==> src/rtl/csa_accumulator_seq_if.sv <==
// Beat/result handshake bundle for the carry-save accumulator.
// The master side feeds beats and consumes totals. The slave side is the accumulator.
interface csa_accumulator_seq_if #(
    parameter int ARRAYSIZE = 16,
    parameter int INW       = 16,
    parameter int LANES     = 2
);
    localparam int OUTW = ARRAYSIZE + INW;

    logic                   in_valid;
    logic                   in_ready;
    logic [LANES*INW-1:0]   in_data;
    logic                   in_signed;
    logic                   in_last;
    logic                   out_valid;
    logic                   out_ready;
    logic [OUTW-1:0]        out_sum;
    logic [ARRAYSIZE-1:0]   out_count;
    logic                   out_sat;

    modport master (
        output in_valid, in_data, in_signed, in_last, out_ready,
        input  in_ready, out_valid, out_sum, out_count, out_sat
    );

    modport slave (
        input  in_valid, in_data, in_signed, in_last, out_ready,
        output in_ready, out_valid, out_sum, out_count, out_sat
    );
endinterface

==> src/rtl/csa_accumulator_seq.sv <==
// Handshaked carry-save accumulator: sums beats of LANES lane results in redundant form.
// One carry-propagate add per group turns the redundant total into binary.
module csa_accumulator_seq #(
    parameter int ARRAYSIZE = 16,
    parameter int INW       = 16,
    parameter int LANES     = 2
) (
    input  logic                     clk,
    input  logic                     rst,
    csa_accumulator_seq_if.slave     bus,
    output logic [1:0]               dbg_state
);
    localparam int OUTW = ARRAYSIZE + INW;

    // Handshake: a transfer happens on a rising edge where valid && ready are both high.
    // Ready depends only on the registered state. Once valid is raised, it stays high
    // and its payload stays stable until the transfer happens.
    typedef enum logic [1:0] {
        ACC     = 2'd0,
        RESOLVE = 2'd1,
        OUT     = 2'd2
    } state_t;

    state_t state, state_next;

    logic [OUTW-1:0]      sum_r, carry_r;
    logic [ARRAYSIZE-1:0] cnt_r;
    logic                 sat_r;
    logic [OUTW-1:0]      out_sum_r;
    logic [ARRAYSIZE-1:0] out_count_r;
    logic                 out_sat_r;

    logic in_ready_c, out_valid_c;
    logic beat;

    assign beat = bus.in_valid && in_ready_c;

    // The redundant pair enters at level 0. Each lane adds one 3:2 level.
    logic [OUTW-1:0] chain_s [LANES+1];
    logic [OUTW-1:0] chain_c [LANES+1];

    assign chain_s[0] = sum_r;
    assign chain_c[0] = carry_r;

    for (genvar k = 0; k < LANES; k++) begin : g_csa
        logic [INW-1:0]  lane;
        logic [OUTW-1:0] ext;
        logic [OUTW-1:0] maj;

        assign lane = bus.in_data[k*INW +: INW];
        assign ext  = bus.in_signed ? {{(OUTW-INW){lane[INW-1]}}, lane}
                                    : {{(OUTW-INW){1'b0}}, lane};
        assign maj  = (chain_s[k] & chain_c[k]) | (chain_s[k] & ext) | (chain_c[k] & ext);

        assign chain_s[k+1] = chain_s[k] ^ chain_c[k] ^ ext;
        // The carry weight is doubled. A carry out of the top bit is dropped, so the sum wraps mod 2^OUTW.
        assign chain_c[k+1] = {maj[OUTW-2:0], 1'b0};
    end

    always_ff @(posedge clk) begin
        if (rst) begin
            state <= ACC;
        end else begin
            state <= state_next;
        end
    end

    always_comb begin
        state_next  = state;
        in_ready_c  = 1'b0;
        out_valid_c = 1'b0;
        case (state)
            ACC: begin
                in_ready_c = 1'b1;
                if (bus.in_valid && bus.in_last) begin
                    state_next = RESOLVE;
                end
            end
            RESOLVE: begin
                state_next = OUT;
            end
            OUT: begin
                out_valid_c = 1'b1;
                if (bus.out_ready) begin
                    state_next = ACC;
                end
            end
            default: begin
                state_next = ACC;
            end
        endcase
    end

    always_ff @(posedge clk) begin
        if (rst) begin
            sum_r       <= '0;
            carry_r     <= '0;
            cnt_r       <= '0;
            sat_r       <= 1'b0;
            out_sum_r   <= '0;
            out_count_r <= '0;
            out_sat_r   <= 1'b0;
        end else begin
            case (state)
                ACC: begin
                    if (beat) begin
                        sum_r   <= chain_s[LANES];
                        carry_r <= chain_c[LANES];
                        if (cnt_r == {ARRAYSIZE{1'b1}}) begin
                            sat_r <= 1'b1;
                        end else begin
                            cnt_r <= cnt_r + ARRAYSIZE'(1);
                        end
                    end
                end
                RESOLVE: begin
                    out_sum_r   <= sum_r + carry_r;
                    out_count_r <= cnt_r;
                    out_sat_r   <= sat_r;
                    sum_r       <= '0;
                    carry_r     <= '0;
                    cnt_r       <= '0;
                    sat_r       <= 1'b0;
                end
                default: begin
                end
            endcase
        end
    end

    assign bus.in_ready  = in_ready_c;
    assign bus.out_valid = out_valid_c;
    assign bus.out_sum   = out_sum_r;
    assign bus.out_count = out_count_r;
    assign bus.out_sat   = out_sat_r;
    assign dbg_state     = state;
endmodule

==> src/flat_wrapper.sv <==
// flat-port wrapper written by rule: the top's interface ports become plain ports
module csa_accumulator_seq_flat 
#(
    parameter int ARRAYSIZE = 16,
    parameter int INW       = 16,
    parameter int LANES     = 2
)
  (clk, rst, dbg_state, bus_in_valid, bus_in_data, bus_in_signed, bus_in_last, bus_out_ready, bus_in_ready, bus_out_valid, bus_out_sum, bus_out_count, bus_out_sat);
  csa_accumulator_seq_if #(.ARRAYSIZE(ARRAYSIZE), .INW(INW), .LANES(LANES)) bus_i ();
  input  logic clk;
  input  logic rst;
  output logic [1:0] dbg_state;
  input wire logic [$bits(bus_i.in_valid)-1:0] bus_in_valid;
  input wire logic [$bits(bus_i.in_data)-1:0] bus_in_data;
  input wire logic [$bits(bus_i.in_signed)-1:0] bus_in_signed;
  input wire logic [$bits(bus_i.in_last)-1:0] bus_in_last;
  input wire logic [$bits(bus_i.out_ready)-1:0] bus_out_ready;
  output wire logic [$bits(bus_i.in_ready)-1:0] bus_in_ready;
  output wire logic [$bits(bus_i.out_valid)-1:0] bus_out_valid;
  output wire logic [$bits(bus_i.out_sum)-1:0] bus_out_sum;
  output wire logic [$bits(bus_i.out_count)-1:0] bus_out_count;
  output wire logic [$bits(bus_i.out_sat)-1:0] bus_out_sat;
  assign bus_i.in_valid = bus_in_valid;
  assign bus_i.in_data = bus_in_data;
  assign bus_i.in_signed = bus_in_signed;
  assign bus_i.in_last = bus_in_last;
  assign bus_i.out_ready = bus_out_ready;
  assign bus_in_ready = bus_i.in_ready;
  assign bus_out_valid = bus_i.out_valid;
  assign bus_out_sum = bus_i.out_sum;
  assign bus_out_count = bus_i.out_count;
  assign bus_out_sat = bus_i.out_sat;
  csa_accumulator_seq #(.ARRAYSIZE(ARRAYSIZE), .INW(INW), .LANES(LANES)) u_core (.clk(clk), .rst(rst), .bus(bus_i), .dbg_state(dbg_state));
endmodule
==> config.mk <==
export PLATFORM = sky130hd
export DESIGN_NAME = csa_accumulator_seq_flat
export DESIGN_NICKNAME = d
export VERILOG_FILES = /design/src/rtl/csa_accumulator_seq_if.sv /design/src/rtl/csa_accumulator_seq.sv /design/src/flat_wrapper.sv
export SDC_FILE = /design/constraint.sdc
export NUM_CORES = 1
export LEC_CHECK = 0
export ABC_AREA = 1
export CAP_MARGIN = 30
export CORE_MARGIN = 4
export CORE_UTILIZATION = 40
export DETAILED_ROUTE_END_ITERATION = 12
export PLACE_DENSITY_LB_ADDON = 0.3
export SYNTH_ARGS = -nofsm -noshare
export SYNTH_HDL_FRONTEND = slang
export SYNTH_SLANG_ARGS = --single-unit
==> constraint.sdc <==
create_clock -name clk -period 7 [get_ports clk]
set_input_delay 2.1 -clock clk [delete_from_list [all_inputs] [get_ports clk]]
set_output_delay 2.1 -clock clk [all_outputs]
set_load 0.05 [all_outputs]
# ---- Word-level counts from Yosys, hierarchy flattened
# Cells that the tools add are included.
dict set report totals {
  out_inout_bits 53
  input_bits 38
  register_bits 132
  elab_cells 57
}
dict set report classes {
  add_sub_neg 2
  muxes 17
  n_reduce_logical 8
  bitwise 14
  n_eq_ne 8
}
# cell n
set op_table {}
lappend op_table {{bitwise AND 31 bit} 6}
lappend op_table {{2-to-1 mux 32 bit} 4}
lappend op_table {{one-hot mux 32 bit (2 select lines)} 2}
lappend op_table {{bitwise XOR 32 bit} 4}
lappend op_table {{OR 31 bit} 4}
lappend op_table {{adder 32 bit} 1}
lappend op_table {{2-to-1 mux 16 bit} 2}
lappend op_table {{one-hot mux 16 bit (2 select lines)} 1}
lappend op_table {{adder 16 x 1 -> 16 bit, second input constant} 1}
lappend op_table {{equality test 16 bit, second input constant} 1}
lappend op_table {{!= test 2 x 1 -> 1 bit, second input constant} 3}
lappend op_table {{one-hot mux 2 bit (3 select lines)} 1}
lappend op_table {{AND reduction 3 bit} 2}
lappend op_table {{2-to-1 mux 1 bit} 4}
lappend op_table {{2-to-1 mux 2 bit} 2}
lappend op_table {{!= test 2 bit, second input constant} 2}
lappend op_table {{AND reduction 2 bit} 2}
lappend op_table {{equality test 2 x 1 -> 1 bit, second input constant} 1}
lappend op_table {{equality test 2 bit, second input constant} 1}
lappend op_table {{logical AND 1 bit} 2}
lappend op_table {{logical NOT 2 bit} 1}
lappend op_table {{one-hot mux 1 bit (2 select lines)} 1}
lappend op_table {{nonzero test 2 bit} 1}

# ---- Depth between registers and ports, before layout
dict set report logic_depth {
  ltp_word 9
  depth_mapped 14
}

# ---- Worst setup path before layout
# OpenSTA, ideal clock, no wires.
dict set report synth_path {
  path_kind {input to register}
  from {input bus_in_data[15]}
  to {register u_core.sum_r[29]}
  setup_ns 0.087
  path_slack_ns 3.097
  stages 6
  t_arrival_ns 3.816
  path_cell_list {nand2_1 fa_1 inv_1 fa_1 nand2_1 o31ai_1}
}
dict set report synth_between {
  elab_chain_len 8
  word_cells_on_any_way 10
  classes_between {3 x mux; 7 x bitwise}
}
# element line_no
set synth_lines {}
lappend synth_lines {{start, declared} flat_wrapper.sv:14} ;# input wire logic [$bits(bus_i.in_data)-1:0] bus_in_data;
lappend synth_lines {{2-to-1 mux 32 bit (*)} csa_accumulator_seq.sv:51} ;# assign ext = bus.in_signed ? {{(OUTW-INW){lane[INW-1]}}, lane}
lappend synth_lines {{bitwise AND 31 bit} csa_accumulator_seq.sv:53} ;# assign maj = (chain_s[k] & chain_c[k]) | (chain_s[k] & ext) | (chain_c[k] & ext);
lappend synth_lines {{OR 31 bit (2 in a row)} csa_accumulator_seq.sv:53}
lappend synth_lines {{bitwise XOR 32 bit (*) (2 in a row)} csa_accumulator_seq.sv:55} ;# assign chain_s[k+1] = chain_s[k] ^ chain_c[k] ^ ext;
lappend synth_lines {{2-to-1 mux 32 bit (*)} csa_accumulator_seq.sv:106} ;# if (beat) begin
lappend synth_lines {{one-hot mux 32 bit (2 select lines) (*)} csa_accumulator_seq.sv:104} ;# case (state)
lappend synth_lines {{end signal, assigned} csa_accumulator_seq.sv:107} ;# sum_r <= chain_s[LANES];
lappend synth_lines {{end, declared} csa_accumulator_seq.sv:26} ;# logic [OUTW-1:0] sum_r, carry_r;
# Mark *: on every way between the ends. The rest lies on a longest branch, timed or not. The select of a mux whose other input is x is not followed.
# A chain may end at the register's enable or synchronous reset.

# ---- Worst setup path after layout
# Same ends and word-level chain as after synthesis.

==> flow_summary.toml <==
[detailed_routing]
routedWlPerCell_um = 13.1
vias_per_cell = 4.77
via_count = 7527
post-route-drc-count = 0
antenna_left = 0
finalWirelength_um = 20600
dr.first_iter.drc_count = 382
drt-pass1-iter-count = 5

[layout]
drive_gt1_share_pct = 4.76
fillers = 2058
syn2layout_area_growth_pct = 21.4
layout.cells.non_filler = 1578
multi_input_area_um2 = 5030
nets = 1422
postLayoutCellArea_um2 = 10400
finalCoreUtilization_pct = 49.5
ff_latch_area_um2 = 2620
antennaDiodeCount = 0

[power_and_ir_drop]
seqPwrFrac_pct = 36.5
power.leakage_nw = 4.88
p_int_mw = 1.57
p_clk_share_pct = 41.9
powerDensity_nw_per_um2 = 222
vdd_ir_drop_max_mv = 0.117
power_switching_uw = 738
switching_share_pct = 31.9
p_comb_share_pct = 21.5

[sta]
fmax_ghz = 0.233
skew_ns = 0.00802
slew_violations = 0
rsz0062_at_grt = "false"
tightest_slew_ns = 0.907
setup_viol = 0
relSlewSlack_pct = 39.4
hold_viol_final = 0
period_share_pct = 61.2
setup_tns_ns = 0
finalCriticalPeriod_ns = 4.29

[logic_synthesis]
syn-instance-count = 1209
ys_seq_area_share_pct = 30.6
synth_flop_cell = "dfxtp_1"
synth.net_count = 1341
synth-edff-count = 0
avgSynthCellArea_um2 = 7.08
synth_common_cells = "384 x nand2_1, 206 x inv_1, 131 x dfxtp_1, 106 x nor2_1, 61 x fa_1"
yosysUniqueCellTypes = 38
synth_top_cell_area_share_pct = 30.6
yosys-top-cells-area = "dfxtp_1 31%, nand2_1 17%, fa_1 14%, inv_1 9.0%, ha_1 4.8%"
ys_warn_count = 0
synth_top_area_cell = "dfxtp_1"
syn-cell-area_um2 = 8570
async_reset_ff_share_pct = 0
ys_seq_elements = 131
yosysMostFrequentCell = "nand2_1"

[critical_path]
r2r-start = "u_core.dbg_state[0]$_SDFFE_PP0P_"
critical_path.top_delay_family = "adder cells"
cp_cell_sequence = "clkdlybuf4s50_1, nand2_1, fa_1, inv_1, fa_1, nand2_1, o31ai_1"
startpoint_type = "primary input"
cp_max_fo = 16
path_buf_inv = 2
cp.required_ns = 7.29
r2r_slack_ns = 4.21
worstSetupPathType = "in -> reg"
critPathCaptureType = "register"
cp-startpoint = "bus_in_data[15]"
arrival_ns = 4.58
critPathMaxStageDelay_ns = 0.75
cp_slowest_cell = "fa_1"

[floorplan]
die_w_um = 154
rows = 53
die_area_um2 = 23800
start_util_pct = 40.7
die_h_um = 154
io_pins = 91
core_area_um2 = 21000

[cts]
clk_latency_ns = 0.43
cts.hold.buffers_added = 0
cts_setup_buffers = 0
cts_buffers = 17
cts_root_buffer = "clkbuf_16"
clk_pin_slew_ns = 0.07
cts.sinks = 131
cts_resized = 0
cts_buffer_depth = 2
cts_tree = "yes"
htree_num_levels = 4

[place]
placed_cells = 1546
placed_area_um2 = 9760
dp_hpwl_um = 15800
gp_congestion = 0.901
io_buffers = 90

[global_routing]
grt_pass1_vias = 7436
grt_pass1_wl_um = 36000
grt_max_degree = 67
antenna_found_initial = 0
track_usage_pct = 18.2
overflow = 0

[run_status]
outcome = "finished clean"

[run]
maxCapViolCount = 0

[hold_path]
hp-start = "u_core.bus.out_count[13]$_SDFFE_PP0P_"
hold_path_class = "reg -> reg"
## metrics by stage
step	setup WS, ns	total power [mW]	hold slack [ns]
6_report	2.71	2.31	0.453
5_1_grt	2.60	2.46	0.470
4_1_cts	2.69	2.34	0.453
3_5_place_dp	2.24	1.36	0.442
3_3_place_gp	2.29	1.35	0.438
2_1_floorplan	3.10	1.21	0.443
## layout by cell type (no fill, tap or decap), drive strengths merged
cell	n
inv	219
buf	8
a21oi	44
xor2	13
dfxtp	131
o211ai	3
and2	1
o31ai	33
xnor2	7
nor2	106
nand2	387
clkdlybuf4s50	89
a32o	3
nor3	12
o22ai	2
nand3	50
a22o	5
bufinv	3
and3	1
o21bai	2
fa	61
a21o	2
clkbuf	17
or2	5
nand4	7
nand3b	1
ha	33
o21ai	55
o32ai	1
clkinv	2
## area by class of cell
cell class | count | share of cell area (%)
Sequential cell | 131 | 25.2
Multi-Input combinational cell | 834 | 48.4
Inverter | 209 | 7.56
Clock inverter | 15 | 2.00
Timing Repair Buffer | 97 | 9.39
Clock buffer | 17 | 4.09
Tap cell | 275 | 3.31
## worst min-delay path, cell delays in order (launching register included)
cell,delay [ns]
dfxtp_1,0.31
nand2_1,0.06
nand2_1,0.04
## state kept, by name, summed over array words and instances, names as in the netlist
name and cells:
u_core.sum_r 32, u_core.cnt_r 16, u_core.sat_r 1, u_core.carry_r 31, u_core.dbg_state 2, u_core.bus.out_count 16
u_core.bus.out_sat 1, u_core.bus.out_sum 32
## path summary, 6_finish.rpt
check	endpoint	cells past startpoint
worst min register to register	u_core.bus.out_count[13]$_SDFFE_PP0P_	2
worst min-delay path	u_core.bus.out_count[13]$_SDFFE_PP0P_	2
worst max register to register	u_core.bus.out_sum[9]$_SDFFE_PP0P_	9
worst max-delay path	u_core.sum_r[29]$_SDFFE_PP0P_	7
## kinds of logic after synthesis
group | share of synthesized area [%]
AND/OR/NAND/NOR | 26.9
buffers and inverters | 10.8
AO/OA/AOI/OAI | 10.6
flip-flops | 30.6
adder cells (fa/ha/maj) | 19.1
XOR/XNOR | 2.05
## routing by layer
layer / wire length (um) / up-vias / part of all wire, % / GRT usage [%]
met3: 845 / 21 / 4.1 / 3.92
met2: 9810 / 123 / 48 / 30.7
met4: 276 / 0 / 1.3 / 5.09
li1: - / 3915 / - / -
met5: 0 / - / 0 / 0
met1: 9700 / 3468 / 47 / 23.7
## power by group through the flow
stage / logic [mW] / registers [mW] / clock network [mW]
after floorplan: 0.327 / 0.881 / 0
after global placement: 0.486 / 0.860 / 0
after detailed placement: 0.503 / 0.860 / 0
after CTS: 0.507 / 0.844 / 0.986
after global routing: 0.580 / 0.852 / 1.03
final: 0.497 / 0.844 / 0.968
(Power assumes the default switching activity.)
